[src/rtl/zrb_uart_tx_sched.sv]
// zrb_uart_tx_sched: round-robin scheduler sharing one serial byte transmitter among NUM_REQ sources.
// Optional build macro ZRB_UART_SCHED_PRIO0_EN gives source 0 absolute priority over the round-robin sources.
module zrb_uart_tx_sched #(
   parameter int NUM_REQ       = 4,
   parameter int DATA_WIDTH    = 8,
   parameter int GAP_CYCLES    = 16,
   parameter int START_TIMEOUT = 1023,
   localparam int GW           = (NUM_REQ > 1) ? $clog2(NUM_REQ) : 1
) (
   input  logic                          clk,
   input  logic                          reset_n,
   input  logic [NUM_REQ-1:0]            req,
   input  logic [NUM_REQ*DATA_WIDTH-1:0] req_data,
   output logic [NUM_REQ-1:0]            ack,
   output logic                          tx_start,
   output logic [DATA_WIDTH-1:0]         tx_data,
   input  logic                          tx_ready,
   output logic [GW-1:0]                 grant_id,
   output logic                          busy,
   output logic                          timeout_err
);

   localparam int SW  = (START_TIMEOUT > 0) ? $clog2(START_TIMEOUT + 1) : 1;
   localparam int GCW = (GAP_CYCLES > 1) ? $clog2(GAP_CYCLES) : 1;
   localparam logic [SW-1:0]  START_MAX = SW'(START_TIMEOUT);
   localparam logic [GCW-1:0] GAP_LAST  = GCW'((GAP_CYCLES > 0) ? GAP_CYCLES - 1 : 0);

   typedef enum logic [1:0] {
      IDLE      = 2'd0,
      START     = 2'd1,
      WAIT_DONE = 2'd2,
      GAP       = 2'd3
   } state_t;

   state_t                 state_r;
   state_t                 state_s;
   logic [SW-1:0]          start_cnt_r;
   logic [GCW-1:0]         gap_cnt_r;
   logic [NUM_REQ-1:0]     cand_s;
   logic [GW-1:0]          sel_s;
   logic                   found_s;
   logic                   rr_s;
   logic [NUM_REQ-1:0]     ack_s;
   logic [DATA_WIDTH-1:0]  tx_data_s;
   logic [GW-1:0]          grant_id_s;
   logic                   tx_start_s;
   logic                   timeout_s;
   logic                   busy_s;

   // Arbiter: first candidate scanning upward from one past the last round-robin grant
   always_comb begin
      cand_s  = req;
      sel_s   = grant_id;
      found_s = 1'b0;
      rr_s    = 1'b1;
`ifdef ZRB_UART_SCHED_PRIO0_EN
      cand_s[0] = 1'b0;
`endif
      // Descending scan so the nearest candidate is the last one written
      for (int k = NUM_REQ; k >= 1; k--) begin
         found_s = found_s | cand_s[(int'(grant_id) + k) % NUM_REQ];
         sel_s   = cand_s[(int'(grant_id) + k) % NUM_REQ] ? GW'((int'(grant_id) + k) % NUM_REQ) : sel_s;
      end
`ifdef ZRB_UART_SCHED_PRIO0_EN
      rr_s    = ~req[0];
      found_s = found_s | req[0];
      sel_s   = req[0] ? {GW{1'b0}} : sel_s;
`endif
   end

   // State register
   always_ff @(posedge clk) begin
      if (!reset_n) begin
         state_r <= IDLE;
      end else begin
         state_r <= state_s;
      end
   end

   // Next-state logic
   always_comb begin
      state_s = state_r;
      case (state_r)
         IDLE: begin
            if (found_s && tx_ready) begin
               state_s = START;
            end else begin
               state_s = IDLE;
            end
         end
         START: begin
            if (tx_start && !tx_ready) begin
               state_s = WAIT_DONE;
            end else if (start_cnt_r == START_MAX) begin
               state_s = (GAP_CYCLES == 0) ? IDLE : GAP;
            end else begin
               state_s = START;
            end
         end
         WAIT_DONE: begin
            if (tx_ready) begin
               state_s = (GAP_CYCLES == 0) ? IDLE : GAP;
            end else begin
               state_s = WAIT_DONE;
            end
         end
         GAP: begin
            if (gap_cnt_r == GAP_LAST) begin
               state_s = IDLE;
            end else begin
               state_s = GAP;
            end
         end
         default: state_s = IDLE;
      endcase
   end

   // Output logic: next values of the registered outputs
   always_comb begin
      ack_s      = {NUM_REQ{1'b0}};
      tx_data_s  = tx_data;
      grant_id_s = grant_id;
      tx_start_s = 1'b0;
      timeout_s  = timeout_err;
      busy_s     = (state_s != IDLE);
      case (state_r)
         IDLE: begin
            if (state_s == START) begin
               ack_s[sel_s] = 1'b1;
               tx_data_s    = req_data[sel_s*DATA_WIDTH +: DATA_WIDTH];
               grant_id_s   = rr_s ? sel_s : grant_id;
            end else begin
               ack_s = {NUM_REQ{1'b0}};
            end
         end
         START: begin
            tx_start_s = (state_s == START);
            // Leaving START anywhere but WAIT_DONE means the transmitter never answered
            timeout_s  = timeout_err | ((state_s != START) && (state_s != WAIT_DONE));
         end
         default: tx_start_s = 1'b0;
      endcase
   end

   // Output and counter registers
   always_ff @(posedge clk) begin
      if (!reset_n) begin
         ack         <= {NUM_REQ{1'b0}};
         tx_start    <= 1'b0;
         tx_data     <= {DATA_WIDTH{1'b0}};
         grant_id    <= GW'(NUM_REQ - 1);
         busy        <= 1'b0;
         timeout_err <= 1'b0;
         start_cnt_r <= {SW{1'b0}};
         gap_cnt_r   <= {GCW{1'b0}};
      end else begin
         ack         <= ack_s;
         tx_start    <= tx_start_s;
         tx_data     <= tx_data_s;
         grant_id    <= grant_id_s;
         busy        <= busy_s;
         timeout_err <= timeout_s;
         start_cnt_r <= ((state_r == START) && (state_s == START)) ? start_cnt_r + SW'(1) : {SW{1'b0}};
         gap_cnt_r   <= ((state_r == GAP) && (state_s == GAP)) ? gap_cnt_r + GCW'(1) : {GCW{1'b0}};
      end
   end

endmodule

[config.mk]
export PLATFORM = sky130hd
export DESIGN_NAME = zrb_uart_tx_sched
export DESIGN_NICKNAME = d
export VERILOG_FILES = /design/src/rtl/zrb_uart_tx_sched.sv
export SDC_FILE = /design/constraint.sdc
export NUM_CORES = 1
export LEC_CHECK = 0
export CAP_MARGIN = 0
export CORE_UTILIZATION = 40
export CTS_CLUSTER_DIAMETER = 200
export DETAILED_ROUTE_END_ITERATION = 16
export GPL_TIMING_DRIVEN = 0
export PLACE_DENSITY = 0.72
export SLEW_MARGIN = 10
export SYNTH_ARGS = -nofsm -noshare
export SYNTH_HDL_FRONTEND = slang
export SYNTH_SLANG_ARGS = --single-unit
[constraint.sdc]
create_clock -name clk -period 3.54 [get_ports clk]
set_input_delay 0.354 -clock clk [delete_from_list [all_inputs] [get_ports clk]]
set_output_delay 0.354 -clock clk [all_outputs]
set_load 0.01 [all_outputs]
==> results.json <==
{
  "dpl.hpwl_um": 2750,
  "drc_errors": 0,
  "synthFlopType": "dfxtp_1",
  "die_w_um": 66.5,
  "worstPathMaxFanout": 10,
  "cts_buffer_depth": 2,
  "yosys-top-cells-area": "dfxtp_1, a211oi_2, nor2_1, mux2i_1, ha_1",
  "final_antenna_net_count": 0,
  "path_class": "in -> reg",
  "grt_pass1_vias": 1373,
  "rsz0062_at_grt": "no",
  "ctsResizeCount": 0,
  "antenna_found_initial": 0,
  "ios": 56,
  "die_area_mm2": 0.00443,
  "yosysSeqAreaShare_pct": 39.7,
  "startpoint_type": "input pin",
  "maxSlewHeadroom_pct": 59.5,
  "clk_latency_ps": 290,
  "netlist.area_leader.share_pct": 39.7,
  "required_ps": 3740,
  "ys_ff_latch": 33,
  "gp_congestion": 0.804,
  "grt_max_degree": 11,
  "placementRows": 23,
  "postCtsHoldBufs": 0,
  "worstPathCellList": "clkdlybuf4s50_1 > or4_1 > o21a_1 > o21a_1 > ha_1 > and2_1 > clkbuf_1 > o21ai_2 > a211oi_1 > a211oi_1",
  "nets": 292,
  "p_comb_share_pct": 28.1,
  "start_util_pct": 41.6,
  "synth_edf_count": 0,
  "synthCells": 186,
  "max-vdd-ir-drop_mv": 0.226,
  "syn_area_per_cell_um2": 8.95,
  "drv_cap": 0,
  "clock_skew_ps": 6.18,
  "cts_setup_buffers": 0,
  "endpoint_kind": "flop",
  "grt_pass1_wl_um": 6310,
  "n_antenna_cell": 0,
  "areaGrowthSynthToFinish_pct": 41.2,
  "place_area_mm2": 0.00227,
  "min_path_type": "reg -> reg",
  "die_y_um": 66.5,
  "root_buffer": "clkbuf_8",
  "outcome": "complete, no violations",
  "vias_per_cell": 4.91,
  "h-tree-depth": 2,
  "fin_tns_setup_ps": 0,
  "seqPwrFrac_pct": 43.4,
  "syn_nets": 231,
  "yosys.area.top_type": "dfxtp_1",
  "drv_slew": 0,
  "tightest_slew_ps": 605,
  "fin_crit_sh_pct": 78.5,
  "finalHoldViolCount": 0,
  "io_buffers": 54,
  "async_flop_share_pct": 0,
  "drt_wl_total_um": 3760,
  "slowest_delay_ps": 570,
  "setup_viol_count_final": 0,
  "synth.distinct_cells": 36,
  "numCtsBuffers": 5,
  "fin_area_mm2": 0.00235,
  "clock_sinks": 33,
  "slowest_stage": "or4_1",
  "dr.pass1.iters": 4,
  "powerDensity_mw_per_mm2": 405,
  "num_vias": 1463,
  "internal-power_uw": 678,
  "cts_tree": "yes",
  "drive_above_1_share_pct": 8.06,
  "grt_overflow": 0,
  "netSwitchingFraction_pct": 28.7,
  "gr-usage-all-layers_pct": 19.3,
  "min_period_ps": 2780,
  "crit_arrival_ps": 2980,
  "net-switching-power_uw": 273,
  "drt-initial-drc-count": 68,
  "cts.reportedPaths.clkPinSlew_ps": 60,
  "coreArea_mm2": 0.00400,
  "wl_per_cell_um": 12.6,
  "netlist_area_mm2": 0.00167,
  "power.leakage_nw": 0.916,
  "yosys_warnings": 0,
  "pwr-share-clk_pct": 28.5,
  "fmax_mhz": 360
}
==> stage by stage <==
stage	hold WS (ps)	power [mW]	worst slack [ps]	utilization, %	std cells
detailed placement	443	0.688	462	56.7	290
CTS	453	0.960	748	58.8	298
global route	472	1.00	538	58.8	298
floorplan	418	0.569	1290	-	186
global placement	432	0.686	488	56.7	290
finish	449	0.951	763	58.8	298
==> final timing paths <==
check                           cells after the start  slack (ps)                        end                      start
worst max-delay path                               10         760    tx_data[0]$_SDFFE_PN0P_                     req[3]
worst max register to register                     11         870    tx_data[0]$_SDFFE_PN0P_  start_cnt_r[0]$_SDFF_PN0_
worst min-delay path                                1         450  start_cnt_r[0]$_SDFF_PN0_  start_cnt_r[0]$_SDFF_PN0_
worst min register to register                      1         450  start_cnt_r[0]$_SDFF_PN0_  start_cnt_r[0]$_SDFF_PN0_
==> critical path: cells and delay by family <==
| kind | cells | cell delay, ps |
|---|---|---|
| AND/OR/NAND/NOR | 2 | 710 |
| buffers and inverters | 2 | 690 |
| adder cells (fa/ha/maj) | 1 | 230 |
| AO/OA/AOI/OAI | 5 | 980 |
==> cell families (layout without fill, tap and decap cells) <==
family                   Yosys count  in the layout  share of synthesized area, %
AO/OA/AOI/OAI                     46             46                          20.4
XOR/XNOR                          10             10                          5.26
adder cells (fa/ha/maj)            6              6                          4.51
buffers and inverters             21             83                          7.06
flip-flops                        33             33                          39.7
multiplexers                       8              8                          4.81
AND/OR/NAND/NOR                   62             62                          18.3
==> sequential cells by signal, indices dropped and copies added, names as in the netlist <==
name         count
ack              4
busy             1
gap_cnt_r        4
grant_id         2
start_cnt_r     10
state_r          2
timeout_err      1
tx_data          8
tx_start         1
==> layout by cell type, fill, tap and decap left out, drive strengths merged <==
| master | n |
|---|---|
| a21oi | 1 |
| clkinv | 2 |
| mux2i | 8 |
| ha | 6 |
| nand3b | 1 |
| o21ai | 13 |
| a21o | 2 |
| or2 | 1 |
| nand2b | 6 |
| nand3 | 6 |
| buf | 4 |
| a21boi | 1 |
| nor3 | 2 |
| and3 | 4 |
| dfxtp | 33 |
| xor2 | 6 |
| inv | 14 |
| nand4 | 2 |
| a31oi | 9 |
| and2 | 3 |
| a211oi | 16 |
| clkdlybuf4s50 | 54 |
| o211ai | 1 |
| o21a | 2 |
| nor2b | 4 |
| clkbuf | 9 |
| nor2 | 22 |
| nand2 | 10 |
| or4 | 1 |
| a31o | 1 |
| xnor2 | 4 |
==> Yosys cell counts, drive strengths merged (4+ instances only) <==
library cell	number
mux2i	8
and3	4
ha	6
nor2	22
nor2b	4
buf	4
nand3	6
o21ai	13
dfxtp	33
inv	14
nand2b	6
nand2	10
a31oi	9
xor2	6
a211oi	16
xnor2	4
==> layer usage <==
metal  vias up  track usage, %  routed length (um)
li1        768               -                   -
met1       655            25.6                1790
met2        38            29.7                1780
met3         2            4.97                 160
met4         0            7.18                  29
met5         -               0                   0
==> cell type report <==
type | count | area (um^2)
fillers | 384 | 1650
multi-input cells | 132 | 887
flip-flops and latches | 33 | 661
repair buffers | 54 | 541
clock buffers | 6 | 72.6
plain buffers | 7 | 65.1
well taps | 50 | 62.6
inverters | 14 | 52.6
clock inverters | 2 | 10.0
==> power by group through the flow <==
stage / registers (mW) / logic [mW] / clock network [mW]
after floorplan: 0.430 / 0.138 / 0
after global placement: 0.422 / 0.265 / 0
after detailed placement: 0.422 / 0.267 / 0
after CTS: 0.413 / 0.268 / 0.279
after global routing: 0.417 / 0.292 / 0.293
final: 0.413 / 0.267 / 0.271
(Power assumes the default switching activity.)
